==> config.mk <==
export PLATFORM = sky130hd
export DESIGN_NAME = spi_txn_arb
export DESIGN_NICKNAME = d
export VERILOG_FILES = /design/src/rtl/spi_txn_pkg.sv /design/src/rtl/spi_clk_div.sv /design/src/rtl/spi_txn_arb.sv
export SDC_FILE = /design/constraint.sdc
export NUM_CORES = 1
export LEC_CHECK = 0
export CORE_ASPECT_RATIO = 0.5
export CORE_UTILIZATION = 55
export CTS_CLUSTER_SIZE = 30
export DETAILED_ROUTE_END_ITERATION = 7
export PLACE_DENSITY = 0.81
export SLEW_MARGIN = 25
export SYNTH_ARGS = -nofsm -noshare
export SYNTH_HDL_FRONTEND = slang
export SYNTH_SLANG_ARGS = --single-unit
export TNS_END_PERCENT = 100
==> constraint.sdc <==
create_clock -name clk -period 4.3 [get_ports clk]
set_input_delay 0.43 -clock clk [delete_from_list [all_inputs] [get_ports clk]]
set_output_delay 0.43 -clock clk [all_outputs]
set_load 0.05 [all_outputs]
==> src/rtl/spi_txn_pkg.sv <==
// Shared types and constants for the two-requester MCP23S17-style SPI frame arbiter.
package spi_txn_pkg;
  typedef enum logic [2:0] {ST_IDLE, ST_SETUP, ST_SHIFT_HI, ST_SHIFT_LO, ST_GAP} state_t;

  localparam int         FRAME_BITS      = 24;
  localparam logic [6:0] MCP23S17_OPCODE = 7'h20;
  localparam logic       RW_WRITE        = 1'b0;
  localparam logic       RW_READ         = 1'b1;

  // Reads send a zero data byte; the slave drives MISO during that byte.
  function automatic logic [FRAME_BITS-1:0] build_frame(input logic [6:0] op, input logic we,
                                                        input logic [7:0] addr, input logic [7:0] wdata);
    return {op, we ? RW_WRITE : RW_READ, addr, we ? wdata : 8'h00};
  endfunction
endpackage

==> src/rtl/spi_clk_div.sv <==
// Loadable down-counter; tick is high in the last cycle of each loaded interval.
module spi_clk_div #(
  parameter int W = 16
) (
  input  logic         clk,
  input  logic         rst,
  input  logic         load,
  input  logic [W-1:0] load_val,
  output logic         tick
);
  logic [W-1:0] cnt;

  always_ff @(posedge clk or posedge rst) begin
    if (rst)             cnt <= '0;
    else if (load)       cnt <= load_val;
    else if (cnt != '0)  cnt <= cnt - 1'b1;
  end

  assign tick = (cnt == '0);
endmodule

==> src/rtl/spi_txn_arb.sv <==
// Round-robin arbiter and mode-0 SPI master issuing 3-byte opcode/address/data frames.
module spi_txn_arb
  import spi_txn_pkg::*;
#(
  parameter int         CLK_DIV    = 4,
  parameter int         CS_GAP     = 2,
  parameter logic [6:0] DEV_OPCODE = MCP23S17_OPCODE
) (
  input  logic        clk,
  input  logic        rst,
  input  logic [1:0]  req_i,
  input  logic [1:0]  we_i,
  input  logic [15:0] addr_i,
  input  logic [15:0] wdata_i,
  output logic [1:0]  gnt_o,
  output logic [1:0]  done_o,
  output logic [7:0]  rdata_o,
  output logic        sclk_o,
  output logic        csn_o,
  output logic        mosi_o,
  input  logic        miso_i
);
  localparam int DW = 16;

  state_t                  state, nxt;
  logic                    rr_ptr, grant_sel, owner, we_q, hi_entry;
  logic [FRAME_BITS-1:0]   frame_new;
  logic [FRAME_BITS-2:0]   sr;
  logic [4:0]              bit_idx;
  logic [7:0]              rx;
  logic                    div_load, tick;
  logic [DW-1:0]           div_val;

  assign grant_sel = (&req_i) ? rr_ptr : req_i[1];
  assign frame_new = build_frame(DEV_OPCODE, we_i[grant_sel],
                                 addr_i[{grant_sel, 3'b000} +: 8],
                                 wdata_i[{grant_sel, 3'b000} +: 8]);

  spi_clk_div #(.W(DW)) u_div (
    .clk(clk), .rst(rst), .load(div_load), .load_val(div_val), .tick(tick)
  );

  always_comb begin
    nxt      = state;
    gnt_o    = '0;
    div_load = 1'b0;
    div_val  = DW'(CLK_DIV - 1);
    case (state)
      ST_IDLE: if (!rst && |req_i) begin
        gnt_o[grant_sel] = 1'b1;
        nxt              = ST_SETUP;
        div_load         = 1'b1;
      end
      ST_SETUP:    if (tick) begin nxt = ST_SHIFT_HI; div_load = 1'b1; end
      ST_SHIFT_HI: if (tick) begin nxt = ST_SHIFT_LO; div_load = 1'b1; end
      ST_SHIFT_LO: if (tick) begin
        div_load = 1'b1;
        if (bit_idx == 5'd0) begin
          nxt     = ST_GAP;
          div_val = DW'(CS_GAP - 1);
        end else begin
          nxt = ST_SHIFT_HI;
        end
      end
      ST_GAP:  if (tick) nxt = ST_IDLE;
      default: nxt = ST_IDLE;
    endcase
  end

  always_ff @(posedge clk or posedge rst) begin
    if (rst) begin
      state    <= ST_IDLE;
      csn_o    <= 1'b1;
      sclk_o   <= 1'b0;
      mosi_o   <= 1'b0;
      done_o   <= '0;
      rdata_o  <= '0;
      rr_ptr   <= 1'b0;
      owner    <= 1'b0;
      we_q     <= 1'b0;
      hi_entry <= 1'b0;
      sr       <= '0;
      rx       <= '0;
      bit_idx  <= '0;
    end else begin
      state    <= nxt;
      done_o   <= '0;
      hi_entry <= 1'b0;
      // MISO is captured in the first cycle of SCLK high, during the data byte only.
      if (state == ST_SHIFT_HI && hi_entry && bit_idx < 5'd8) rx <= {rx[6:0], miso_i};
      case (state)
        ST_IDLE: if (|gnt_o) begin
          owner   <= grant_sel;
          rr_ptr  <= ~grant_sel;
          we_q    <= we_i[grant_sel];
          sr      <= frame_new[FRAME_BITS-2:0];
          mosi_o  <= frame_new[FRAME_BITS-1];
          csn_o   <= 1'b0;
          bit_idx <= 5'(FRAME_BITS - 1);
        end
        ST_SETUP: if (tick) begin
          sclk_o   <= 1'b1;
          hi_entry <= 1'b1;
        end
        ST_SHIFT_HI: if (tick) begin
          sclk_o <= 1'b0;
          mosi_o <= sr[FRAME_BITS-2];
          sr     <= {sr[FRAME_BITS-3:0], 1'b0};
        end
        ST_SHIFT_LO: if (tick) begin
          if (bit_idx == 5'd0) begin
            csn_o         <= 1'b1;
            mosi_o        <= 1'b0;
            done_o[owner] <= 1'b1;
            if (!we_q) rdata_o <= rx;
          end else begin
            sclk_o   <= 1'b1;
            hi_entry <= 1'b1;
            bit_idx  <= bit_idx - 1'b1;
          end
        end
        default: ;
      endcase
    end
  end
endmodule
==> results.cfg, run 1 <==
[power_and_ir_drop]
power_frac_comb_pct = 9.8
power_frac_clock_pct = 43.8
power_switching_mw = 0.428
sequential_share_of_power_pct = 46.4
sw_frac_of_total_pct = 25.3
powerDensity_nw_per_um2 = 368
leakagePower_nw = 1.85
cell_int_power_mw = 1.26
power.ir.vdd_worst_mv = 0.202

[cts]
cts_hold_buf = 0
clock_insertion_delay_worst_skew_ns = 0.34
cts_made_buffers = 9
cts_tree = done
numClockSinks = 72
cts.reportedPaths.clkPinSlew_ns = 0.06
clock_tree.htree_level_count = 3
clk_root_buffer_cell = sky130_fd_sc_hd__clkbuf_16
cts_buffer_depth = 2
post_cts.repair.setup_buffers = 0
ctsResizeCount = 0

[critical_path]
cp_slowest_cell = sky130_fd_sc_hd__clkdlybuf4s50_1
crit_path_cell_trace = or4_1, or2_2, nor2_1, clkdlybuf4s50_1
worstPathMaxFanout = 23
endpoint_kind = output pin
crit_buf_inv = 1
required_ns = 3.87
worst_ep_arrival_time_ns = 2.98
worst-setup-path-type = reg2out
startpoint_type = flop
cpLargestDelayFamily = simple AND/OR/NAND/NOR gates
timing.critical_path.slowest_cell_delay_ns = 0.84

[routing]
firstDrtPassIters = 4
routed-via-count = 3007
routed_wirelength_normalized_by_instance_count_um = 16.4
viasPerCell = 5.95
postRouteAntennaNets = 0
drt_iter0_drc = 293
detail_route.wirelength_um = 8290
remaining_drc_errors = 0

[placed_design]
detailedPlacementHpwl_um = 5680
gpl.final_weighted_congestion = 0.839
place_inst = 489
portBuffers = 53

[timing]
maxClockFrequency_mhz = 293
slew_headroom_pct = 44.3
fin_tns_setup_ns = 0
fin_crit_sh_pct = 79.4
setup_clock_skew_after_layout_ns = 0.00692
final_max_slew_viol_count = 0
finalSetupViolations = 0
timing_hold_violations_final = 0
grt_setup_unrepaired = no
layout_min_cycle_time_ns = 3.41
worstMarginPinSlew_ns = 0.828

[floorplan]
initial_core_util_pct = 59.0
std_cell_rows = 20
die_h_um = 60.1
core_region_area_um2 = 6280
die-area_um2 = 7090
die_outline_width_um = 118
ioPinCount = 54

[synthesis]
synthTopCellsByCount = sky130_fd_sc_hd__dfrtp_1, sky130_fd_sc_hd__nor2_1, sky130_fd_sc_hd__mux2_2
post_synth_num_cell_types = 54
synth.yosys.warnings = 0
syn-mean-instance-area_um2 = 10.1
synth_enable_flop_cells = 0
netlist_instances = 366
seq_total_area_yosys_pct = 48.6
ys.flop_type = sky130_fd_sc_hd__dfrtp_1
synth_area_um2 = 3710
netlist.area_leader.share_pct = 47.9
synthTopCellsByArea = sky130_fd_sc_hd__dfrtp_1, sky130_fd_sc_hd__mux2_2, sky130_fd_sc_hd__a21oi_1, sky130_fd_sc_hd__o21ai_0, sky130_fd_sc_hd__nor2_1
netlist.top_cell.by_area = sky130_fd_sc_hd__dfrtp_1
syn_nets = 407
ys_seq_elements = 72
top_count_cell_post_synth = sky130_fd_sc_hd__dfrtp_1
synth_async_reset_ratio_pct = 100

[finish]
insertedDiodeCount = 0
post_route_cells_drive_above_1_share_pct = 15.1
finalNetCount = 453
finalNonFillerCells = 505
fill_cells = 455
layout-area-overhead-vs-synth_pct = 24.0

[global_route]
maximum_number_of_pins_on_one_net_before_global_route_repair = 41
grt_pass1_wl_um = 13700
first_global_vias = 2893
grt_overflow_total = 0
global_route.usage.total_pct = 25.2
grt_antenna_before_repair = 0

[run]
drv.max_cap_violation_count = 0

[status]
run_status = completed

[worst_hold_path]
hold_path.class = reg2reg
-- kinds of logic after synthesis --
family	after synthesis	synth area share (%)
simple gates	130	20.8
compound gates	98	17.3
flops	72	48.6
buf+inv	34	3.75
mux	26	7.90
xor+xnor	4	0.945
fa+ha+maj	2	0.675
-- layout by cell type (no fill, tap or decap), drive strengths merged, types with 2 or more instances in the layout --
master	netlist	routed
clkbuf	20	10
buf	6	8
or3	5	5
and3	2	2
nand3b	11	11
nand4	2	2
nor3b	2	2
or4	9	9
o21ai	23	23
and2	4	4
a21o	4	4
nor2	27	27
clkinvlp	0	4
nand2	21	21
or2	2	2
o31ai	6	6
a221o	7	7
nor4	8	8
dfrtp	71	71
or3b	3	3
nor3	3	3
ha	2	2
inv	8	9
o32ai	2	2
a21oi	24	24
mux2	26	26
nand4b	7	7
nand2b	7	7
clkdlybuf4s50	0	53
nand3	12	12
xnor2	3	3
o211ai	10	10
a31oi	13	13
-- stage by stage --
| stage | hold WS, ns | cell area [µm²] | setup WS [ns] | power [mW] | util (%) |
|---|---|---|---|---|---|
| detailed placement | 0.470 | 4300 | 0.902 | 0.959 | 68.4 |
| global placement | 0.463 | 4300 | 0.951 | 0.948 | 68.4 |
| floorplan | 0.427 | 3710 | 1.47 | 0.887 | - |
| CTS | 0.483 | 4600 | 0.892 | 1.70 | 73.2 |
| global route | 0.515 | 4600 | 0.761 | 1.76 | 73.2 |
| finish | 0.487 | 4600 | 0.887 | 1.69 | 73.2 |
-- final timing paths --
check	start	to	slack [ns]	cells after the start
max in group asynchronous	rst	u_div.cnt[9]	2.77	3
setup reg to reg	u_div.cnt[0]	rdata_o[6]	1.42	7
hold / removal	owner	done_o[0]	0.49	1
setup / recovery	state[0]	gnt_o[1]	0.89	4
min in group asynchronous	rst	sr[14]	0.60	2
hold reg to reg	owner	done_o[0]	0.49	1
-- flip-flops by register name, summed over array words and instances, names as in the netlist --
name       flops
owner          1
u_div.cnt     16
mosi_o         1
we_q           1
rx             8
done_o         2
rr_ptr         1
sr            23
state          3
hi_entry       1
sclk_o         1
csn_o          1
rdata_o        8
bit_idx        5
-- routing by layer --
| layer | GRT usage [%] | wire [µm] |
|---|---|---|
| met5 | 0 | 0 |
| met4 | 9.71 | 106 |
| met3 | 5.53 | 422 |
| met2 | 43.4 | 3960 |
| met1 | 32.1 | 3810 |
-- power groups by stage --
| stage | registers [mW] | clock network, mW | logic [mW] |
|---|---|---|---|
| 2_1_floorplan | 0.778 | 0 | 0.109 |
| 3_3_place_gp | 0.790 | 0 | 0.158 |
| 3_5_place_dp | 0.794 | 0 | 0.165 |
| 4_1_cts | 0.783 | 0.749 | 0.166 |
| 5_1_grt | 0.793 | 0.777 | 0.186 |
| 6_report | 0.785 | 0.742 | 0.166 |
-- cell type report --
class,instances,area [µm²],area share [%]
sequential,72,1800,39.2
timing repair buffer,61,591,12.8
clock buffer,10,229,4.98
multi-input combinational,260,1770,38.4
tap,88,110,2.40
clock inverter,6,68.8,1.50
inverter,8,30.0,0.653
Note: power is estimated with default switching activity, not from simulation.
==> inputs of run 2 (changes only) <==
Settings changed: CORE_UTILIZATION 55 to 54, PLACE_DENSITY 0.81 to 0.79.
Clock period 4.3 ns to 3.3 ns, I/O delays scaled along.
==> results.cfg, run 2 (same netlist as run 1, synthesis figures left out) <==
[critical_path]
cpLargestDelayFamily = simple AND/OR/NAND/NOR gates
cp_slowest_cell = sky130_fd_sc_hd__or4_1
crit_path_cell_trace = or4_1, or2_2, nor2_1, buf_4
rr_startpoint = u_div.cnt[0]
worst_ep_arrival_time_ns = 2.41
worstPathMaxFanout = 23
crit_buf_inv = 1
timing.critical_path.slowest_cell_delay_ns = 0.58
timing.critical_path.to = gnt_o[1]
worst-setup-path-type = reg2out
cp-startpoint = state[1]
r2r_end = rdata_o[4]
r2r_slack_ns = 0.69
crit_cells = 4
endpoint_kind = output pin
startpoint_type = flop
worst-r2r-cell-count = 8
required_ns = 2.97

[placed_design]
gpl.final_weighted_congestion = 0.887
place_area_um2 = 4350
portBuffers = 53
detailedPlacementHpwl_um = 5820
place_inst = 493

[finish]
layout-area-overhead-vs-synth_pct = 25.3
layout.cells.most_common = sky130_fd_sc_hd__dfrtp_1
multi_input_comb_area_um2 = 1770
area.sequential_um2 = 1800
flip_flop_count_of_the_largest_register_all_copies_and_words_added = 23
post-route-cell-area_um2 = 4650
largest-register = sr
finalNonFillerCells = 509
insertedDiodeCount = 0
biggestRegsByFlops = sr x23, u_div.cnt x16
post_route_cells_drive_above_1_share_pct = 16.6
fill_cells = 429
final_cell_mix = sky130_fd_sc_hd__dfrtp_1, sky130_fd_sc_hd__clkdlybuf4s50_1, sky130_fd_sc_hd__nor2_1
finalNetCount = 457

[worst_hold_path]
hold_path.class = in2async

[routing]
routed-via-count = 3089
viasPerCell = 6.07
remaining_drc_errors = 0
firstDrtPassIters = 5
drt_iter0_drc = 413
detail_route.wirelength_um = 8350
postRouteAntennaNets = 0
routed_wirelength_normalized_by_instance_count_um = 16.4

[cts]
clock_tree.htree_level_count = 3
clock_insertion_delay_worst_skew_ns = 0.34
cts_tree = done
cts_made_buffers = 9
post_cts.repair.setup_buffers = 0
cts_buffer_depth = 2
cts_hold_buf = 0
cts.reportedPaths.clkPinSlew_ns = 0.06
clk_root_buffer_cell = sky130_fd_sc_hd__clkbuf_16
ctsResizeCount = 0
numClockSinks = 72

[timing]
fin_tns_setup_ns = 0
slew_headroom_pct = 48.3
grt_setup_unrepaired = no
finalSetupViolations = 0
final_max_slew_viol_count = 0
timing_hold_violations_final = 0
layout_min_cycle_time_ns = 2.74
worstMarginPinSlew_ns = 0.769
maxClockFrequency_mhz = 365
fin_crit_sh_pct = 83.0
setup_clock_skew_after_layout_ns = 0.00606

[floorplan]
die_outline_width_um = 119
core_region_area_um2 = 6330
initial_core_util_pct = 58.6
die_h_um = 60.6
ioPinCount = 54
die-area_um2 = 7220
std_cell_rows = 20

[global_route]
grt_antenna_before_repair = 0
grt_overflow_total = 0
first_global_vias = 2926
grt_pass1_wl_um = 13800
maximum_number_of_pins_on_one_net_before_global_route_repair = 42
global_route.usage.total_pct = 25.3

[power_and_ir_drop]
p_total_mw = 2.20
powerDensity_nw_per_um2 = 474
power.ir.vdd_worst_mv = 0.289
leakagePower_nw = 1.89

[status]
run_status = completed

[run]
drv.max_cap_violation_count = 0
-- run 2: how the worst min path moves through the flow --
| stage | startpoint | to | depth (start not counted) |
|---|---|---|---|
| 2_1_floorplan | owner | done_o[0] | 1 |
| 3_5_place_dp | owner | done_o[0] | 1 |
| 3_3_place_gp | owner | done_o[0] | 1 |
| 6_report | rst | done_o[1] | 2 |
| 5_1_grt | csn_o | csn_o | 1 |
| 4_1_cts | rst | done_o[0] | 2 |
-- run 2: area by class of cell --
type,count,share of cell area [%]
sequential,72,38.8
multi-input combinational,260,38.0
timing repair buffer,65,13.8
clock buffer,9,4.85
tap,88,2.37
clock inverter,7,1.54
inverter,8,0.646
-- run 2: layer usage --
metal / up-vias / GRT usage (%) / wire, µm
li1: 1466 / - / -
met1: 1471 / 31.6 / 3740
met2: 138 / 43.9 / 3960
met3: 14 / 7.05 / 555
met4: 0 / 8.68 / 97
met5: - / 0 / 0
-- run 2: worst reg2reg max path: stages (launching register included) --
cell and delay, ns:
sky130_fd_sc_hd__dfrtp_1 0.39, sky130_fd_sc_hd__inv_1 0.12, sky130_fd_sc_hd__ha_1 0.32, sky130_fd_sc_hd__nor3b_1 0.47
sky130_fd_sc_hd__nand4_1 0.16, sky130_fd_sc_hd__buf_4 0.24, sky130_fd_sc_hd__nor3_2 0.23, sky130_fd_sc_hd__buf_4 0.21
sky130_fd_sc_hd__mux2_2 0.35
-- run 2: stage by stage --
step | setup slack (ns) | hold slack, ns | utilization [%]
finish | 0.562 | 0.452 | 73.4
global route | 0.462 | 0.516 | 73.4
CTS | 0.572 | 0.472 | 73.4
detailed placement | 0.729 | 0.466 | 68.7
global placement | 0.779 | 0.456 | 68.7
floorplan | 0.571 | 0.427 | -
-- run 2: power breakdown --
group	leakage, nW	switching, mW	internal [mW]
registers	0.884	0.0788	0.945
logic	0.869	0.101	0.119
clock network	0.138	0.376	0.584
==> inputs of run 3 (changes only) <==
Clock period 3.3 ns to 2.6 ns, I/O delays scaled along.
==> results.cfg, run 3 (same netlist as run 1, synthesis figures left out) <==
[status]
run_status = completed

[cts]
cts.reportedPaths.clkPinSlew_ns = 0.06
cts_made_buffers = 9
numClockSinks = 72
post_cts.repair.setup_buffers = 0
cts_buffer_depth = 2
clock_insertion_delay_worst_skew_ns = 0.33
ctsResizeCount = 0
cts_tree = done
clk_root_buffer_cell = sky130_fd_sc_hd__clkbuf_16
cts_hold_buf = 0
clock_tree.htree_level_count = 3

[finish]
biggestRegsByFlops = sr x23, u_div.cnt x16
multi_input_comb_area_um2 = 1770
largest-register = sr
layout.cells.most_common = sky130_fd_sc_hd__dfrtp_1
post-route-cell-area_um2 = 4760
layout-area-overhead-vs-synth_pct = 28.5
flip_flop_count_of_the_largest_register_all_copies_and_words_added = 23
post_route_cells_drive_above_1_share_pct = 17.6
finalNetCount = 462
final_cell_mix = sky130_fd_sc_hd__dfrtp_1, sky130_fd_sc_hd__clkdlybuf4s50_1, sky130_fd_sc_hd__nor2_1, sky130_fd_sc_hd__mux2_2
finalNonFillerCells = 514
area.sequential_um2 = 1800
fill_cells = 419
insertedDiodeCount = 0

[floorplan]
initial_core_util_pct = 58.6
core_region_area_um2 = 6330
std_cell_rows = 20
die-area_um2 = 7220
die_outline_width_um = 119
die_h_um = 60.6
ioPinCount = 54

[power_and_ir_drop]
cell_int_power_mw = 2.41
sw_frac_of_total_pct = 22.5
power_switching_mw = 0.700
p_total_mw = 3.11
powerDensity_nw_per_um2 = 654
sequential_share_of_power_pct = 41.9
power.ir.vdd_worst_mv = 0.413
power_frac_clock_pct = 49.1
leakagePower_nw = 1.96
power_frac_comb_pct = 9.0

[critical_path]
worst-r2r-cell-count = 8
required_ns = 2.34
worstPathMaxFanout = 10
r2r_end = rdata_o[5]
worst-setup-path-type = reg2out
startpoint_type = flop
worst_ep_arrival_time_ns = 2.22
rr_startpoint = u_div.cnt[0]
cp-startpoint = state[0]
endpoint_kind = output pin
r2r_slack_ns = 0.16

[timing]
maxClockFrequency_mhz = 403
final_max_slew_viol_count = 0
final.hold.worst_slack_ns = 0.302
grt_setup_unrepaired = no
slew_headroom_pct = 60.9
fin_crit_sh_pct = 95.4
worstMarginPinSlew_ns = 0.585
finalSetupViolations = 0
layout_min_cycle_time_ns = 2.48
timing_hold_violations_final = 0
fin_tns_setup_ns = 0
setup_clock_skew_after_layout_ns = 0.00676

[global_route]
grt_pass1_wl_um = 14200
grt_util_met3_pct = 6.95
global_route.usage.met2_pct = 43.6
top_usage_layer = met2
first_global_vias = 2982
global_route.usage.total_pct = 25.7
met1_usage_pct = 33.1
maximum_number_of_pins_on_one_net_before_global_route_repair = 34
grt_overflow_total = 0
grt_antenna_before_repair = 0

[placed_design]
place_inst = 498
place_area_um2 = 4390
detailedPlacementHpwl_um = 5970
gpl.final_weighted_congestion = 0.832
portBuffers = 53

[routing]
detail_route.wirelength_um = 8740
postRouteAntennaNets = 0
routed_wirelength_normalized_by_instance_count_um = 17.0
remaining_drc_errors = 0
viasPerCell = 6.24
routed-via-count = 3208
drt_iter0_drc = 303
firstDrtPassIters = 5

[worst_hold_path]
hold_path.class = in2async

[run]
drv.max_cap_violation_count = 0
==> run 3: cell count changes in the layout (fill, tap and decap cells not counted), moves of 2 or more <==
cell and change:
sky130_fd_sc_hd__clkinv_2 -2, sky130_fd_sc_hd__clkinvlp_4 -3, sky130_fd_sc_hd__buf_4 +5, sky130_fd_sc_hd__bufinv_16 +3
==> run 3: power groups by stage <==
stage               Sequential [mW]  Combinational (mW)  Clock [mW]
floorplan                      1.29               0.180           0
global placement               1.31               0.270           0
detailed placement             1.31               0.280           0
CTS                            1.30               0.282        1.54
global route                   1.31               0.313        1.59
finish                         1.30               0.280        1.53
==> run 3: worst max-delay path, cell delays in order (launching register included) <==
cell and delay (ns):
sky130_fd_sc_hd__dfrtp_1 0.47, sky130_fd_sc_hd__or4_1 0.59, sky130_fd_sc_hd__nor2_1 0.44, sky130_fd_sc_hd__and2_1 0.25
sky130_fd_sc_hd__buf_12 0.14
==> run 3: worst max path at each step <==
stage                                to  slack (ns)
final                          gnt_o[0]        0.12
after CTS                      gnt_o[0]        0.11
after global routing         rdata_o[0]        0.02
after global placement    u_div.cnt[14]        0.28
after detailed placement  u_div.cnt[14]        0.19
after floorplan                gnt_o[1]        0.18
==> run 3: routing by layer <==
layer / part of all wire, % / up-vias
li1: - / 1477
met1: 45 / 1585
met2: 48 / 137
met3: 6.4 / 9
met4: 0.95 / 0
met5: 0 / -
==> run 3: cell type report <==
type / count / share of cell area, %
Clock inverter: 5 / 2.71
Timing Repair Buffer: 70 / 14.2
Inverter: 8 / 0.631
Clock buffer: 11 / 5.10
Sequential cell: 72 / 37.9
Tap cell: 88 / 2.31
Multi-Input combinational cell: 260 / 37.2
==> run 3: metrics by stage <==
step	worst slack [ns]	utilization [%]
global placement	0.284	69.3
floorplan	0.179	-
finish	0.119	75.2
global route	0.0193	75.2
detailed placement	0.193	69.3
CTS	0.106	75.2
